--- config.mk ---
export PLATFORM = sky130hd
export DESIGN_NAME = sal_refresh_ctrl
export DESIGN_NICKNAME = d
export VERILOG_FILES = /design/src/rtl/sal_refresh_ctrl.sv
export SDC_FILE = /design/constraint.sdc
export NUM_CORES = 1
export LEC_CHECK = 0
export BUFFER_PORTS_ARGS = -buffer_cell sky130_fd_sc_hd__buf_2
export CAP_MARGIN = 40
export CORE_ASPECT_RATIO = 1.25
export CORE_MARGIN = 5
export CORE_UTILIZATION = 60
export CTS_BUF_LIST = sky130_fd_sc_hd__clkbuf_4 sky130_fd_sc_hd__clkbuf_8 sky130_fd_sc_hd__clkbuf_16
export CTS_CLUSTER_SIZE = 30
export DETAILED_ROUTE_END_ITERATION = 12
export PLACE_DENSITY = 0.85
export SETUP_SLACK_MARGIN = 0.02
export SLEW_MARGIN = 30
export SYNTH_ARGS = -nofsm -noshare
export SYNTH_HDL_FRONTEND = slang
export SYNTH_SLANG_ARGS = --single-unit
--- constraint.sdc ---
create_clock -name clk -period 7.3 [get_ports clk]
set_input_delay 0.365 -clock clk [delete_from_list [all_inputs] [get_ports clk]]
set_output_delay 0.365 -clock clk [all_outputs]
set_load 0.02 [all_outputs]
--- src/rtl/sal_refresh_ctrl.sv ---
// sal_refresh_ctrl: periodic all-bank AUTO-REFRESH generator for the DDR2 controller.
// Counts tREFI, tracks owed refreshes, drains the bank controllers, issues one REF
// per owed refresh to the scheduler and honours tRFC between them.
module sal_refresh_ctrl #(
  parameter int unsigned BK_CNT   = 4,
  parameter int unsigned TREFI_W  = 16,
  parameter int unsigned TRFC_W   = 8,
  parameter int unsigned MAX_PEND = 8,
  localparam int unsigned PEND_W  = $clog2(MAX_PEND + 1)
) (
  input  logic               clk,
  input  logic               rst,
  input  logic               ref_en_i,
  input  logic [TREFI_W-1:0] cfg_trefi_i,
  input  logic [TRFC_W-1:0]  cfg_trfc_i,
  output logic [BK_CNT-1:0]  bk_ref_req_o,
  input  logic [BK_CNT-1:0]  bk_ref_gnt_i,
  output logic               ref_cmd_req_o,
  input  logic               ref_cmd_gnt_i,
  output logic               ref_busy_o,
  output logic [PEND_W-1:0]  pend_cnt_o,
  output logic               ref_ovf_o
);

  typedef enum logic [1:0] {
    ST_IDLE     = 2'd0,
    ST_DRAIN    = 2'd1,
    ST_ISSUE    = 2'd2,
    ST_WAIT_RFC = 2'd3
  } state_t;

  state_t              state;
  state_t              next_state;
  logic [TREFI_W-1:0]  trefi_cnt;
  logic [TRFC_W-1:0]   rfc_cnt;
  logic                tick;
  logic                ref_hs;
  logic [BK_CNT-1:0]   bk_req_d;
  logic                cmd_req_d;
  logic                busy_d;

  assign tick   = ref_en_i && (cfg_trefi_i != '0) && (trefi_cnt == '0);
  assign ref_hs = ref_cmd_req_o && ref_cmd_gnt_i;

  // tREFI down-counter: free-running, frozen while disabled or unconfigured
  always_ff @(posedge clk) begin
    if (rst) begin
      trefi_cnt <= cfg_trefi_i - TREFI_W'(1);
    end else if (ref_en_i && (cfg_trefi_i != '0)) begin
      if (trefi_cnt == '0) begin
        trefi_cnt <= cfg_trefi_i - TREFI_W'(1);
      end else begin
        trefi_cnt <= trefi_cnt - TREFI_W'(1);
      end
    end
  end

  // Owed-refresh accounting with saturation and sticky overflow
  always_ff @(posedge clk) begin
    if (rst) begin
      pend_cnt_o <= '0;
      ref_ovf_o  <= 1'b0;
    end else if (tick && !ref_hs) begin
      if (pend_cnt_o == PEND_W'(MAX_PEND)) begin
        ref_ovf_o <= 1'b1;
      end else begin
        pend_cnt_o <= pend_cnt_o + PEND_W'(1);
      end
    end else if (ref_hs && !tick) begin
      pend_cnt_o <= pend_cnt_o - PEND_W'(1);
    end
  end

  // tRFC counter: loaded on REF handshake, counts down while waiting
  always_ff @(posedge clk) begin
    if (rst) begin
      rfc_cnt <= '0;
    end else if (ref_hs) begin
      rfc_cnt <= cfg_trfc_i - TRFC_W'(1);
    end else if ((state == ST_WAIT_RFC) && (rfc_cnt != '0)) begin
      rfc_cnt <= rfc_cnt - TRFC_W'(1);
    end
  end

  // FSM state and registered outputs
  always_ff @(posedge clk) begin
    if (rst) begin
      state         <= ST_IDLE;
      bk_ref_req_o  <= '0;
      ref_cmd_req_o <= 1'b0;
      ref_busy_o    <= 1'b0;
    end else begin
      state         <= next_state;
      bk_ref_req_o  <= bk_req_d;
      ref_cmd_req_o <= cmd_req_d;
      ref_busy_o    <= busy_d;
    end
  end

  // Next-state and next-output decode
  always_comb begin
    next_state = state;
    bk_req_d   = '0;
    cmd_req_d  = 1'b0;
    busy_d     = 1'b0;
    case (state)
      ST_IDLE: begin
        if (ref_en_i && (pend_cnt_o != '0)) next_state = ST_DRAIN;
      end
      ST_DRAIN: begin
        if (!ref_en_i) begin
          next_state = ST_IDLE;
        end else if (&bk_ref_gnt_i) begin
          next_state = ST_ISSUE;
        end
      end
      ST_ISSUE: begin
        if (ref_hs) next_state = ST_WAIT_RFC;
      end
      ST_WAIT_RFC: begin
        if (rfc_cnt == '0) begin
          if ((pend_cnt_o != '0) && ref_en_i) begin
            next_state = ST_ISSUE;
          end else begin
            next_state = ST_IDLE;
          end
        end
      end
      default: next_state = ST_IDLE;
    endcase
    // Command request appears one cycle after entering ISSUE and drops on handshake
    cmd_req_d = (state == ST_ISSUE) && (next_state == ST_ISSUE);
    busy_d    = (next_state != ST_IDLE);
    bk_req_d  = busy_d ? {BK_CNT{1'b1}} : {BK_CNT{1'b0}};
  end

  // Banks must stay granted while a REF is being issued or tRFC is running
  a_gnt_held: assert property (@(posedge clk) disable iff (rst)
    ((state == ST_ISSUE) || (state == ST_WAIT_RFC)) |-> (&bk_ref_gnt_i));

endmodule

## Yosys cells after proc, flatten, opt, wreduce, memory -nomap -nowiden

Cells that the tools add are included.

| cells by class | value |
|---|---|
| eq/ne operators | 6 |
| $add $sub $neg | 6 |
| reductions and logical operators | 23 |
| multiplexer cells | 16 |

Operators with widths:

| operator | count |
|---|---|
| 16-bit 2-to-1 mux | 3 |
| 16-bit by 1-bit subtractor with 16-bit output, second input constant | 2 |
| 16-bit logical NOT | 1 |
| 4-bit 2-to-1 mux | 4 |
| 8-bit 2-to-1 mux | 2 |
| 16-bit nonzero test | 1 |
| 8-bit by 1-bit subtractor with 8-bit output, second input constant | 2 |
| 2-bit 2-to-1 mux | 6 |
| 1-bit logical AND | 8 |
| 8-bit logical NOT | 1 |
| 2-bit one-hot mux with 4 select lines | 1 |
| 2-bit nonzero test | 4 |
| 8-bit nonzero test | 1 |
| 2-bit == test, second input constant | 3 |
| 4-bit by 1-bit adder with 4-bit output, second input constant | 1 |
| 4-bit == test, second input constant | 1 |
| 2-bit AND reduction | 2 |
| 4-bit AND reduction | 1 |
| 4-bit nonzero test | 1 |
| 4-bit by 1-bit subtractor with 4-bit output, second input constant | 1 |
| 2-bit by 1-bit == test with 1-bit output, second input constant | 1 |
| 1-bit logical NOT | 2 |
| 2-bit logical NOT | 1 |
| 2-bit inequality test, second input constant | 1 |

| word-level totals | value |
|---|---|
| bits of input ports | 32 |
| logic and storage cells | 59 |
| register bits after elaboration | 37 |
| output and inout bits | 11 |

## Longest topological paths before layout

| logic depth | value |
|---|---|
| depth after elaboration | 7 |
| gate-level depth with buffers | 12 |
| mapped depth without buffers | 12 |

## Worst setup path before layout

Ideal clock, no wire load.

| timing path | value |
|---|---|
| kind | register -> register |
| start point | register trefi_cnt[2] |
| end point | register pend_cnt_o[3] |
| required time | 7.179 ns |
| clock period less this slack | 3.358 ns |
| cell stages (with the launch flop) | 12 |
| path slack | 3.942 ns |
| data arrival time | 3.237 ns |
| buffers on the path | 1 |
| path through | edfxtp_1 > or4_1 > buf_2 > or4_4 > nor4b_4 > nand2_1 > ha_1 > a21o_1 > a21oi_1 > nor3_1 > mux2i_1 > mux2_2 |

| between the ends | value |
|---|---|
| cells in the longest elaborated chain, start to end | 6 |
| elaborated cells between the ends (all ways) | 9 |
| those cells by class | eq/ne: 1; mux: 1; reduce/logical: 7 |

RTL lines:

| item | line | text |
|---|---|---|
| start: declaration | 34 | `logic [TREFI_W-1:0] trefi_cnt;` |
| start signal: assignment | 48 | `trefi_cnt <= cfg_trefi_i - TREFI_W'(1);` |
| start signal: assignment | 51 | `trefi_cnt <= cfg_trefi_i - TREFI_W'(1);` |
| start signal: assignment | 53 | `trefi_cnt <= trefi_cnt - TREFI_W'(1);` |
| 16-bit logical NOT (*) | 42 | `assign tick = ref_en_i && (cfg_trefi_i != '0) && (trefi_cnt == '0);` |
| 1-bit logical AND (*) | 42 |  |
| 1-bit logical NOT | 69 | `end else if (ref_hs && !tick) begin` |
| 1-bit logical AND | 69 |  |
| 2-bit nonzero test (no line) | -- |  |
| 2-bit AND reduction (no line) | -- |  |
| end signal: assignment | 67 | `pend_cnt_o <= pend_cnt_o + PEND_W'(1);` |
| end signal: assignment | 70 | `pend_cnt_o <= pend_cnt_o - PEND_W'(1);` |
| end: declaration | 21 | `output logic [PEND_W-1:0] pend_cnt_o,` |

Mark *: on every way between the ends. The rest lies on a longest branch, timed or not.
A chain may end at the register's enable or synchronous reset.

## Worst setup path after layout

Same ends and word-level chain as after synthesis.

==> flow_summary.ini <==
[logic_synthesis]
synth_largest_area_cell = edfxtp_1
yosys.area.top_type_share_pct = 20.6
avgSynthCellArea_um2 = 9.02
syn-cell-area_um2 = 2340
async_flop_share_pct = 0
synth_fa_ha_area_share_pct = 3.53
synthTopCellsByArea = edfxtp_1 (21%), dfxtp_1 (15%), xnor2_1 (9.4%)
syn-instance-count = 259
synth_nets = 297
ys_types = 52
ys_seq_area_share_pct = 35.1
ys_top_cells_by_count = nor2_1 (28), xnor2_1 (25), dfxtp_1 (17), edfxtp_1 (16), nand2_1 (14)
synth_top_flop_cell = dfxtp_1
yosys.area_share.simple_pct = 23.4
muxShareOfSynthArea_pct = 6.10
yosysMostFrequentCell = nor2_1
synth_compound_area_share_pct = 13.5
ys_ff_latch = 33
synth_top_family_by_area = simple AND/OR/NAND/NOR gates
synth_edf_count = 16
yosysWarnings = 0
synth_xor_area_share_pct = 13.9

[layout]
antenna_cells = 0
final_util_pct = 70.2
fin_nets = 332
fin_cells = 349
syn2layout_area_growth_pct = 13.7
drive_gt1_share_pct = 20.7

[cts]
clk_path_buf_depth = 2
path_clk_slew_ns = 0.07
cts_hold_buf = 0
cts_resized = 0
numCtsBuffers = 5
htree_levels = 2
clock-root-buffer = clkbuf_8
postCtsSetupBuffers = 0
worstSkewPairLatency_ns = 0.29
clock_sinks = 33
cts_tree = done

[timing]
slew_headroom_pct = 46.3
finalHoldViolations = 0
min_period_ns = 3.58
slew_viol_final = 0
fin_setup_tns_ns = 0
max_freq_mhz = 279
fin_worst_skew_ns = 0.00419
finalSetupViolCount = 0
fin_crit_sh_pct = 49.1
worst_pin_slew_ns = 0.798
grt_setup_unrepaired = no

[hold_path]
hold_class = input port to register

[detailed_routing]
drc = 0
wirelength_mm = 5.42
drt_iter0_drc = 199
wl_per_cell_um = 15.5
postRouteAntennaNets = 0
detail_route.first_pass.iterations = 4
vias = 2088
routed_via_density = 5.98

[placement]
port_buffers = 42
place.gp.congestion = 0.793
dpl.hpwl_mm = 4.05
place_inst = 341

[grt]
grt.total_usage_pct = 22.4
grt_max_degree = 25
grt_pass1_wl_mm = 9.16
grt_pass1_vias = 2087
grt.overflow.total = 0
antenna_found_initial = 0

[setup_path]
start_kind = register
worstRegToRegCells = 10
end_kind = register
arrival_ns = 3.76
worstReg2RegEnd = pend_cnt_o[3]
cp.required_ns = 7.47
startpoint = trefi_cnt[2]
regToRegSetupSlack_ns = 3.72
criticalPathCategory = register to register
path_max_fanout = 6
crit_end = pend_cnt_o[3]
rr_startpoint = trefi_cnt[2]

[power_and_ir_drop]
internal_power_w = 0.000319
pwr-share-clk_pct = 35.2
p_leak_nw = 0.995
combPwrFrac_pct = 13.5
vdd_drop_max_mv = 0.107
p_switching_w = 0.000108
pwr-share-seq_pct = 51.2
sw_frac_of_total_pct = 25.3
p_per_area_nw_per_um2 = 161

[floorplan]
initial_core_util_pct = 61.8
core_um2 = 3780
die_w_um = 65.8
io_pins = 43
chipHeight_um = 79.8
rows = 25
dieArea_um2 = 5250

[job]
cap_violations = 0

[outcome]
status = finished, final reports clean
## sequential cells by signal, indices dropped and copies added, names as in the netlist
| signal | flops |
|---|---|
| trefi_cnt | 16 |
| rfc_cnt | 8 |
| pend_cnt_o | 4 |
| state | 2 |
| bk_ref_req_o | 1 |
| ref_cmd_req_o | 1 |
| ref_ovf_o | 1 |
## stage by stage
step / setup WS [ns] / power, W / hold WS (ns) / instance area, um^2
6_report: 3.72 / 0.000427 / 0.415 / 2660
5_1_grt: 3.49 / 0.000447 / 0.431 / 2660
3_5_place_dp: 3.73 / 0.000280 / 0.471 / 2560
4_1_cts: 3.72 / 0.000429 / 0.420 / 2660
3_3_place_gp: 3.81 / 0.000277 / 0.472 / 2550
2_1_floorplan: 3.94 / 0.000257 / 0.450 / 2340
## cell usage in the layout (no fill, tap or decap), types with 6 or more instances in the layout
master and count:
inv_1 8, or4_1 6, nor2_1 28, nor4_1 11
xor2_1 12, xnor2_1 25, edfxtp_1 16, buf_2 42
nor3_1 13, clkbuf_8 6, o21ai_0 7, nand2_1 14
a21oi_1 11, a211oi_1 8, mux2i_1 12, dfxtp_1 17
## per-layer routing
layer  vias up  routed length [um]  global-route usage [%]
met3        12                 323                    5.21
met2        68                2810                    41.4
met4         0                  95                    7.88
met1       989                2190                    24.3
met5         -                   0                       0
li1       1019                   -                       -
## worst max-delay path: stages (launching register included)
cell and delay (ns):
edfxtp_1 0.45, or4_1 0.65, or4_4 0.50, nor4b_4 0.43
nand2_1 0.18, ha_1 0.33, a21o_1 0.18, a21oi_1 0.17
nor3_1 0.07, mux2i_1 0.17, mux2_2 0.34
## area by class of cell
cell class | instances | area [um^2]
tap | 54 | 67.6
inverter | 8 | 30.0
clock buffer | 8 | 97.6
multi-input combinational | 203 | 1420
fill | 339 | 1130
sequential | 33 | 821
timing repair buffer | 43 | 218
## cells by family after synthesis
kind of cell / after synthesis
xor gates and xnor gates: 37
AOI/OAI and AO/OA: 48
buffers and inverters: 23
and+or+nand+nor: 98
muxes: 14
DFF: 33
adders and majority gates: 6
## power groups by stage
stage,registers (W),clock network [W],logic [W]
detailed placement,0.000223,0,0.0000573
floorplan,0.000220,0,0.0000365
finish,0.000219,0.000151,0.0000579
CTS,0.000219,0.000153,0.0000579
global route,0.000222,0.000161,0.0000642
global placement,0.000222,0,0.0000552
## worst min path at each step
stage	slack (ns)	cells after the start	start	to
floorplan	0.45	1	rst	state[1]
global placement	0.47	2	ref_ovf_o	ref_ovf_o
detailed placement	0.47	2	ref_ovf_o	ref_ovf_o
CTS	0.42	4	cfg_trfc_i[6]	rfc_cnt[6]
global route	0.43	4	cfg_trfc_i[6]	rfc_cnt[6]
finish	0.42	4	cfg_trfc_i[6]	rfc_cnt[6]
Note: power is estimated with default switching activity, not from simulation.
